`src/rtl/dct_transpose_buf_if.sv`:
```
// Handshake/bus bundle between the column DCT stage, the transpose buffer
// and the row DCT stage. The master side is the surrounding pipeline; the
// slave side is the buffer itself.
interface dct_transpose_buf_if #(
    parameter int SIZE = 10
);
    // data_in[c][r]: column c, element r of a full 8x8 block
    logic [7:0][7:0][SIZE-1:0] data_in;
    logic                      load;
    logic                      out_ready;
    // data_out[j]: element "beat" of captured column j
    logic [7:0][SIZE-1:0]      data_out;
    logic                      out_valid;
    logic                      out_first;
    logic                      out_last;
    logic                      busy;
    logic                      overflow;

    modport master (
        output data_in, load, out_ready,
        input  data_out, out_valid, out_first, out_last, busy, overflow
    );

    modport slave (
        input  data_in, load, out_ready,
        output data_out, out_valid, out_first, out_last, busy, overflow
    );
endinterface

```
`src/rtl/dct_transpose_buf.sv`:
```
// Ping-pong 8x8 transpose buffer between the column and row DCT stages.
// A whole block is captured in one edge; it then leaves one transposed
// 8-element vector per accepted beat. Two banks let capture overlap drain.
module dct_transpose_buf #(
    parameter int SIZE = 10
) (
    input  logic                clk,
    input  logic                rst,
    dct_transpose_buf_if.slave  bus
);
    typedef enum logic {
        EMPTY = 1'b0,
        FULL  = 1'b1
    } bank_state_t;

    // Block storage; contents are intentionally left unreset.
    logic [1:0][7:0][7:0][SIZE-1:0] bank;

    bank_state_t          st     [2];
    bank_state_t          st_nxt [2];
    logic                 wr_ptr, wr_ptr_nxt;
    logic                 rd_ptr, rd_ptr_nxt;
    logic [2:0]           beat, beat_nxt;
    logic                 overflow_q, overflow_nxt;

    logic                 out_valid;
    logic                 beat_acc;
    logic                 last_acc;
    logic                 load_ok;
    logic [7:0][SIZE-1:0] lane_out;

    assign out_valid = (st[rd_ptr] == FULL);
    assign beat_acc  = out_valid && bus.out_ready;
    assign last_acc  = beat_acc && (beat == 3'd7);
    // A full write bank is still usable when it is the one being freed now.
    assign load_ok   = bus.load &&
                       ((st[wr_ptr] == EMPTY) || (last_acc && (rd_ptr == wr_ptr)));

    // Control state register; asynchronous reset kills any block in flight.
    always_ff @(posedge clk or posedge rst) begin
        if (rst) begin
            st[0]      <= EMPTY;
            st[1]      <= EMPTY;
            wr_ptr     <= 1'b0;
            rd_ptr     <= 1'b0;
            beat       <= 3'd0;
            overflow_q <= 1'b0;
        end else begin
            st         <= st_nxt;
            wr_ptr     <= wr_ptr_nxt;
            rd_ptr     <= rd_ptr_nxt;
            beat       <= beat_nxt;
            overflow_q <= overflow_nxt;
        end
    end

    // Next-state: drain first, then load, so a same-cycle refill of the
    // bank being freed leaves it FULL.
    always_comb begin
        st_nxt[0]    = st[0];
        st_nxt[1]    = st[1];
        wr_ptr_nxt   = wr_ptr;
        rd_ptr_nxt   = rd_ptr;
        beat_nxt     = beat;
        overflow_nxt = overflow_q;
        if (beat_acc) begin
            beat_nxt = 3'(beat + 3'd1);
            if (beat == 3'd7) begin
                st_nxt[rd_ptr] = EMPTY;
                rd_ptr_nxt     = ~rd_ptr;
            end
        end
        if (bus.load) begin
            if (load_ok) begin
                st_nxt[wr_ptr] = FULL;
                wr_ptr_nxt     = ~wr_ptr;
            end else begin
                overflow_nxt   = 1'b1;
            end
        end
    end

    // Block capture into the write bank on an accepted load.
    always_ff @(posedge clk) begin
        if (load_ok) begin
            bank[wr_ptr] <= bus.data_in;
        end
    end

    // Per-lane transposed read: lane j emits element "beat" of column j.
    for (genvar j = 0; j < 8; j++) begin : g_lane
        assign lane_out[j] = out_valid ? bank[rd_ptr][j][beat] : '0;
    end

    assign bus.data_out  = lane_out;
    assign bus.out_valid = out_valid;
    assign bus.out_first = out_valid && (beat == 3'd0);
    assign bus.out_last  = out_valid && (beat == 3'd7);
    assign bus.busy      = (st[0] == FULL) && (st[1] == FULL);
    assign bus.overflow  = overflow_q;
endmodule

```
`src/flat_wrapper.sv`:
```
// flat-port wrapper written by rule: the top's interface ports become plain ports
module dct_transpose_buf_flat 
#(
    parameter int SIZE = 10
)
  (clk, rst, bus_data_in, bus_load, bus_out_ready, bus_data_out, bus_out_valid, bus_out_first, bus_out_last, bus_busy, bus_overflow);
  dct_transpose_buf_if #(.SIZE(SIZE)) bus_i ();
  input  logic clk;
  input  logic rst;
  input wire logic [$bits(bus_i.data_in)-1:0] bus_data_in;
  input wire logic [$bits(bus_i.load)-1:0] bus_load;
  input wire logic [$bits(bus_i.out_ready)-1:0] bus_out_ready;
  output wire logic [$bits(bus_i.data_out)-1:0] bus_data_out;
  output wire logic [$bits(bus_i.out_valid)-1:0] bus_out_valid;
  output wire logic [$bits(bus_i.out_first)-1:0] bus_out_first;
  output wire logic [$bits(bus_i.out_last)-1:0] bus_out_last;
  output wire logic [$bits(bus_i.busy)-1:0] bus_busy;
  output wire logic [$bits(bus_i.overflow)-1:0] bus_overflow;
  assign bus_i.data_in = bus_data_in;
  assign bus_i.load = bus_load;
  assign bus_i.out_ready = bus_out_ready;
  assign bus_data_out = bus_i.data_out;
  assign bus_out_valid = bus_i.out_valid;
  assign bus_out_first = bus_i.out_first;
  assign bus_out_last = bus_i.out_last;
  assign bus_busy = bus_i.busy;
  assign bus_overflow = bus_i.overflow;
  dct_transpose_buf #(.SIZE(SIZE)) u_core (.clk(clk), .rst(rst), .bus(bus_i));
endmodule
```
`config.mk`:
```
export PLATFORM = sky130hd
export DESIGN_NAME = dct_transpose_buf_flat
export DESIGN_NICKNAME = d
export VERILOG_FILES = /design/src/rtl/dct_transpose_buf_if.sv /design/src/rtl/dct_transpose_buf.sv /design/src/flat_wrapper.sv
export SDC_FILE = /design/constraint.sdc
export NUM_CORES = 1
export LEC_CHECK = 0
export BUFFER_PORTS_ARGS = -buffer_cell sky130_fd_sc_hd__buf_2
export CAP_MARGIN = 20
export CORE_MARGIN = 2
export CORE_UTILIZATION = 51
export DETAILED_ROUTE_END_ITERATION = 6
export GPL_TIMING_DRIVEN = 0
export PLACE_DENSITY = 0.82
export SYNTH_ARGS = -nofsm -noshare
export SYNTH_HDL_FRONTEND = slang
export SYNTH_SLANG_ARGS = --single-unit
export TNS_END_PERCENT = 50
```
`constraint.sdc`:
```
create_clock -name clk -period 79.8 [get_ports clk]
set_clock_uncertainty 0.1 [all_clocks]
set_input_delay 15.96 -clock clk [delete_from_list [all_inputs] [get_ports clk]]
set_output_delay 15.96 -clock clk [all_outputs]
set_load 0.01 [all_outputs]
```
==> metrics.log, run 1 <==
INFO  metric fmax = 50.0 MHz
INFO  metric finalMaxSlewViolations = 0
INFO  metric die_y = 313 um
INFO  metric clock_sink_count = 1288
INFO  metric fp.dieW = 313 um
INFO  metric antenna_violating_nets_post_route = 1
INFO  metric power_frac_seq = 40.1%
INFO  metric drc = 1
INFO  metric vdd_ir_drop_max = 0.0316 mV
INFO  metric synth_cells = 2009
INFO  metric insertion_delay = 720 ps
INFO  metric power.static_leakage = 20.1 nW
INFO  metric critical_path.reg2reg.endpoint = u_core.bank[488]$_DFFE_PP_
INFO  metric synth_area = 48600 um^2
INFO  metric power.share.switching = 31.8%
INFO  metric period_needed = 20000 ps
INFO  metric max-slew-margin-rel = 24.4%
INFO  metric synth.yosys.seq_area_share = 79.5%
INFO  metric coreArea = 94700 um^2
INFO  metric worstSetupEndpointType = primary output
INFO  metric htree_levels = 4
INFO  metric grt_start_max_net_pins = 75
INFO  metric failed_checks = antenna violations, design-rule violations
INFO  metric cts.repair.resized = 0
INFO  metric cts_post_setup_buffers_inserted = 0
INFO  metric async_flop_share = 0.621%
INFO  metric synth.net_count = 2656
INFO  metric io-pin-count = 729
INFO  metric cts_hold_buf = 0
INFO  metric detail_route.vias_per_cell = 6.05
INFO  metric final_core_utilization = 62.2%
INFO  metric netlist-cell-type-count = 31
INFO  metric cts.clk_slew.worst_paths = 60 ps
INFO  metric netlist.area_leader.share = 79.1%
INFO  metric synth_top_flop_cell = edfxtp_1
INFO  metric detail_route.iter0.violations = 3335
INFO  metric dp_hpwl = 91900 um
INFO  metric critical_path.startpoint_type = flop
INFO  metric first_global_vias = 27800
INFO  metric run_status = complete, but fails checks
INFO  metric fin_ws = 59800 ps
INFO  metric drt_pre_antenna_iters = 7
INFO  metric yosys.area.top_type = edfxtp_1
INFO  metric area_growth = 21.2%
INFO  metric netSwitchingPower = 680 uW
INFO  metric synth_edf_count = 1280
INFO  metric wire_length_of_the_first_global_routing_pass = 185000 um
INFO  metric synth_top_cells_by_area = edfxtp_1 79%, mux4_2 15%, mux2i_1 1.7%
INFO  metric critPathArrivalTime = 3940 ps
INFO  metric power_frac_comb = 32.4%
INFO  metric startpoint = u_core.beat[0]$_DFFE_PP0P_
INFO  metric power_per_cell_area = 36.4 nW/um^2
INFO  metric fillCellCount = 6297
INFO  metric unrepaired_setup_endpoints_after_global_routing = false
INFO  metric tightest_slew = 1130 ps
INFO  metric crit_end = bus_data_out[16]
INFO  metric cell_at_the_root_of_the_clock_tree = clkbuf_16
INFO  metric antenna_violations_before_repair = 112
INFO  metric max_cap_viol_count = 0
INFO  metric worstPathMaxFanout = 10
INFO  metric fp-row-count = 113
INFO  metric vias = 26400
INFO  metric cts_max_path_buffers = 3
INFO  metric cts_made_buffers = 131
INFO  metric min_path_type = flop to flop
INFO  metric start_util = 51.3%
INFO  metric layout-drive-gt1-share = 43.7%
INFO  metric ys.warnings.count = 0
INFO  metric mostFrequentLayoutCells = 1280 x edfxtp_1, 741 x buf_2, 320 x mux4_2, 135 x clkbuf_16, 82 x mux2i_1
INFO  metric accumulated_negative_setup_slack = 0 ps
INFO  metric post-place-ws = 60240 ps
INFO  metric drt-total-wl = 133000 um
INFO  metric finalHoldViolations = 0
INFO  metric global_route.usage.total = 26.6%
INFO  metric wl_per_cell = 30.4 um
INFO  metric gp_routability_congestion = 0.866
INFO  metric layout.nets = 3551
INFO  metric required = 63740 ps
INFO  metric final-setup-viol-count = 0
INFO  metric ys_seq_elements = 1288
INFO  metric clockPowerShare = 27.4%
INFO  metric dieArea = 97700 um^2
INFO  metric timing.reg2reg.setup_slack = 75090 ps
INFO  metric r2r.worst_path.cells = 14
INFO  metric final_common_cell = edfxtp_1
INFO  metric tritoncts = done
INFO  metric grt_overflow_total = 0
INFO  metric io_buffers = 728
INFO  metric setup.worst_path.class = flop to primary output
INFO  metric synth.avg_cell_area = 24.2 um^2
INFO  metric fin_crit_sh = 25.1%
INFO  metric reg2reg_from = u_core.rd_ptr$_DFFE_PP0P_
INFO  metric internal-power = 1.46 mW
## final cells by class
cell class,count,area (um^2),share of cell area (%)
Antenna cell,98,245,0.416
Buffer,107,606,1.03
Clock buffer,164,3490,5.92
Clock inverter,71,583,0.990
Inverter,6,22.5,0.0382
Multi-Input combinational cell,608,9330,15.8
Sequential cell,1288,38600,65.6
Tap cell,1265,1580,2.69
Timing Repair Buffer,762,4400,7.48
## worst max-delay path, stage by stage (launching register included)
cell and delay (ps):
dfrtp_1 420, buf_2 490, buf_1 800, mux4_2 420, mux2i_1 750, o21ai_1 140
buf_2 180
## power by group through the flow
stage               logic (mW)  clock network (mW)  registers, mW
floorplan                0.420                   0          0.948
global placement         0.655                   0          0.987
detailed placement       0.689                   0          0.871
CTS                      0.698               0.593          0.858
global route             0.731               0.620          0.863
finish                   0.694               0.587          0.859
## Yosys cell counts, types with 3 or more instances
master and n:
inv_1 5, nor2_1 39, buf_2 13, mux4_2 320
a22oi_1 60, buf_4 20, o32ai_1 18, nand2_1 4
mux2i_1 82, o21ai_1 60, edfxtp_1 1280, ha_1 3
clkbuf_1 47, buf_6 15, buf_1 12, dfrtp_1 8
## how the worst min path moves through the flow
stage / startpoint / endpoint / depth (start not counted)
after global routing: u_core.bus.overflow$_DFFE_PP0P_ / u_core.bus.overflow$_DFFE_PP0P_ / 1
after global placement: u_core.bus.overflow$_DFFE_PP0P_ / u_core.bus.overflow$_DFFE_PP0P_ / 1
after detailed placement: u_core.bus.overflow$_DFFE_PP0P_ / u_core.bus.overflow$_DFFE_PP0P_ / 1
after floorplan: u_core.bus.overflow$_DFFE_PP0P_ / u_core.bus.overflow$_DFFE_PP0P_ / 1
final: u_core.bus.overflow$_DFFE_PP0P_ / u_core.bus.overflow$_DFFE_PP0P_ / 1
after CTS: u_core.bus.overflow$_DFFE_PP0P_ / u_core.bus.overflow$_DFFE_PP0P_ / 1
## per-layer routing
metal	vias to the layer above	track usage, %	wire length, um
met5	-	0	251
met4	46	15.3	6960
met3	392	6.50	11400
li1	10600	-	-
met1	13600	32.2	45900
met2	1801	43.9	68200
## logic make-up after synthesis
kind of cell    count (synthesis)  synth area share (%)
compound gates                145                  1.97
xor+xnor                        4                0.0721
fa+ha+maj                       3                0.0773
buf+inv                       113                  1.29
flops                        1288                  79.5
mux                           405                  16.6
simple gates                   51                 0.448
## per-stage QoR
step	cells	total power [mW]	area (um^2)	hold WS (ps)
floorplan	2009	1.37	48600	413
global placement	4002	1.64	53800	364
detailed placement	4036	1.56	54600	420
CTS	4271	2.15	58700	495
global route	4356	2.21	58900	518
finish	4369	2.14	58900	494
## flip-flops by register name, indices dropped and copies added, names as in the netlist
name / count
u_core.bus.overflow: 1
u_core.wr_ptr: 1
u_core.beat: 3
u_core.bank: 1280
u_core.rd_ptr: 1
u_core.st: 2
Power figures use the tool's default switching activity.
==> run 2: changes to the inputs <==
--- a/config.mk
+++ b/config.mk
@@ -11,7 +11,7 @@
 export CORE_UTILIZATION = 51
 export DETAILED_ROUTE_END_ITERATION = 6
 export GPL_TIMING_DRIVEN = 0
-export PLACE_DENSITY = 0.82
+export PLACE_DENSITY = 0.84
 export SYNTH_ARGS = -nofsm -noshare
 export SYNTH_HDL_FRONTEND = slang
 export SYNTH_SLANG_ARGS = --single-unit
==> constraint.sdc (replaced) <==
create_clock -name clk -period 18.4 [get_ports clk]
set_clock_uncertainty 0.1 [all_clocks]
set_input_delay 3.68 -clock clk [delete_from_list [all_inputs] [get_ports clk]]
set_output_delay 3.68 -clock clk [all_outputs]
set_load 0.01 [all_outputs]
==> metrics.log, run 2 (same netlist as run 1, synthesis figures left out) <==
INFO  metric run_status = finished, final reports clean
INFO  metric cts_made_buffers = 132 (+0.76%)
INFO  metric critical_path.startpoint_type = flop
INFO  metric critPathArrivalTime = 3810 ps (-130 ps)
INFO  metric worstPathMaxFanout = 10 (unchanged)
INFO  metric io_buffers = 728 (unchanged)
INFO  metric coreArea = 94700 um^2 (unchanged)
INFO  metric area_taken_by_multi_input_logic_gates = 9330 um^2 (unchanged)
INFO  metric finalInstanceArea = 59100 um^2 (+0.36%)
INFO  metric globalRouteMet3Util = 6.83% (+0.34 points)
INFO  metric final_cell_count_no_fill = 4396 (+0.62%)
INFO  metric final_core_utilization = 62.4% (+0.22 points)
INFO  metric fp.dieW = 313 um (unchanged)
INFO  metric drt-total-wl = 138000 um (+3.6%)
INFO  metric gr-max-usage-layer = met2
INFO  metric grt_util_met1 = 33.6% (+1.4 points)
INFO  metric required = 14620 ps (-49120 ps)
INFO  metric cts_hold_buf = 0 (unchanged)
INFO  metric internal-power = 6.35 mW (+330%)
INFO  metric max_cap_viol_count = 0 (unchanged)
INFO  metric first_global_vias = 27900 (+0.27%)
INFO  metric htree_levels = 4 (unchanged)
INFO  metric power.share.switching = 32.3% (+0.53 points)
INFO  metric area_growth = 21.7%
INFO  metric netSwitchingPower = 3.03 mW (+350%)
INFO  metric unrepaired_setup_endpoints_after_global_routing = false
INFO  metric drt_pre_antenna_iters = 7 (unchanged)
INFO  metric min_path_type = flop to flop
INFO  metric cts_max_path_buffers = 3 (unchanged)
INFO  metric total_power = 9.38 mW (+340%)
INFO  metric cts.clk_slew.worst_paths = 60 ps (about the same)
INFO  metric drc = 0 (-1)
INFO  metric power.static_leakage = 20.1 nW (+0.29%)
INFO  metric vdd_ir_drop_max = 0.0963 mV (+200%)
INFO  metric worstSetupEndpointType = primary output
INFO  metric tritoncts = done
INFO  metric antenna_violating_nets_post_route = 0 (-1)
INFO  metric max-slew-margin-rel = 24.6% (+0.14 points)
INFO  metric mostFrequentLayoutCells = 1280 x edfxtp_1, 741 x buf_2, 320 x mux4_2, 133 x clkbuf_16, 85 x clkbuf_1
INFO  metric finalMaxSlewViolations = 0 (unchanged)
INFO  metric power_frac_comb = 32.7% (+0.3 points)
INFO  metric die_y = 313 um (unchanged)
INFO  metric grt_overflow_total = 0 (unchanged)
INFO  metric antenna_violations_before_repair = 123 (+9.8%)
INFO  metric gp_routability_congestion = 0.850 (-1.9%)
INFO  metric wire_length_of_the_first_global_routing_pass = 191000 um (+2.9%)
INFO  metric instance_area_after_placement = 54600 um^2 (+0.12%)
INFO  metric clock_sink_count = 1288 (unchanged)
INFO  metric max_ffs_per_register = 1280 (unchanged)
INFO  metric register_area = 38600 um^2 (unchanged)
INFO  metric io-pin-count = 729 (unchanged)
INFO  metric dp_hpwl = 92900 um (+1.1%)
INFO  metric place.detailed.instances = 4039 (+0.074%)
INFO  metric finalHoldViolations = 0 (unchanged)
INFO  metric layout.nets = 3556 (+0.14%)
INFO  metric cell_at_the_root_of_the_clock_tree = clkbuf_16
INFO  metric cts_post_setup_buffers_inserted = 0 (unchanged)
INFO  metric fmax = 132 MHz
INFO  metric wl_per_cell = 31.3 um (+2.9%)
INFO  metric fillCellCount = 6273 (-0.38%)
INFO  metric tightest_slew = 1130 ps (-2.16 ps)
INFO  metric fp-row-count = 113 (unchanged)
INFO  metric start_util = 51.3% (unchanged)
INFO  metric power_frac_seq = 39.8% (-0.3 points)
INFO  metric period_needed = 7590 ps
INFO  metric insertion_delay = 750 ps (+30 ps)
INFO  metric largest_registers = u_core.bank (1280), u_core.beat (3), u_core.st (2)
INFO  metric accumulated_negative_setup_slack = 0 ps (unchanged)
INFO  metric registers.top_by_ff_count = u_core.bank
INFO  metric setup.worst_path.class = flop to primary output
INFO  metric detail_route.vias_per_cell = 6.04 (about the same)
INFO  metric clockPowerShare = 27.6% (+0.2 points)
INFO  metric vias = 26600 (+0.55%)
INFO  metric power_per_cell_area = 159 nW/um^2 (+340%)
INFO  metric dieArea = 97700 um^2 (unchanged)
INFO  metric global_route.usage.total = 27.6% (+1.1 points)
INFO  metric cts.repair.resized = 0 (unchanged)
INFO  metric final-setup-viol-count = 0 (unchanged)
INFO  metric use_met2 = 44.1% (+0.26 points)
INFO  metric grt_start_max_net_pins = 67 (-11%)
INFO  metric final_common_cell = edfxtp_1
INFO  metric detail_route.iter0.violations = 3503 (+5.0%)
INFO  metric fin_crit_sh = 41.3%
INFO  metric layout-drive-gt1-share = 43.8% (+0.068 points)
-- run 2: layout make-up --
type / count / share of cell area [%]
antenna: 116 / 0.491
buffer: 107 / 1.02
clock buffer: 174 / 5.94
clock inverter: 66 / 1.07
inverter: 6 / 0.0381
multi-input combinational: 608 / 15.8
sequential: 1288 / 65.4
tap: 1265 / 2.68
timing repair buffer: 766 / 7.60
-- run 2: through the flow --
step,hold slack (ps),setup WS [ps]
after floorplan,413,-1330
after global routing,436,10720
after global placement,362,-9090
after detailed placement,384,11500
final,405,10810
after CTS,401,10770
-- run 2: power by group through the flow --
stage / logic (mW) / clock network (mW) / registers [mW]
2_1_floorplan: 1.82 / 0 / 3.96
3_3_place_gp: 2.88 / 0 / 4.09
3_5_place_dp: 3.02 / 0 / 3.77
4_1_cts: 3.06 / 2.60 / 3.73
5_1_grt: 3.22 / 2.72 / 3.75
6_report: 3.06 / 2.58 / 3.73
-- run 2: worst max-delay path, cell delays in order (launching register included) --
cell and delay [ps]:
dfrtp_1 370, buf_6 240, mux2i_4 340, inv_1 180
nand2_1 730, clkbuf_1 660, o21ai_1 310, buf_2 220
-- run 2: routing by layer --
layer / vias to the layer above / routed length, um
met2: 1878 / 69000
met1: 13600 / 47100
met5: - / 189
met3: 440 / 12400
met4: 30 / 8780
li1: 10600 / -
-- run 2: worst paths after layout --
kind / from / endpoint / slack [ps] / depth (start not counted)
min: u_core.bus.overflow$_DFFE_PP0P_ / u_core.bus.overflow$_DFFE_PP0P_ / 410 / 1
max: u_core.rd_ptr$_DFFE_PP0P_ / bus_data_out[64] / 10810 / 7
min in group asynchronous: rst / u_core.rd_ptr$_DFFE_PP0P_ / 2800 / 2
min reg2reg: u_core.bus.overflow$_DFFE_PP0P_ / u_core.bus.overflow$_DFFE_PP0P_ / 410 / 1
max reg2reg: u_core.rd_ptr$_DFFE_PP0P_ / u_core.bank[504]$_DFFE_PP_ / 14030 / 12
max in group asynchronous: rst / u_core.beat[1]$_DFFE_PP0P_ / 15140 / 2
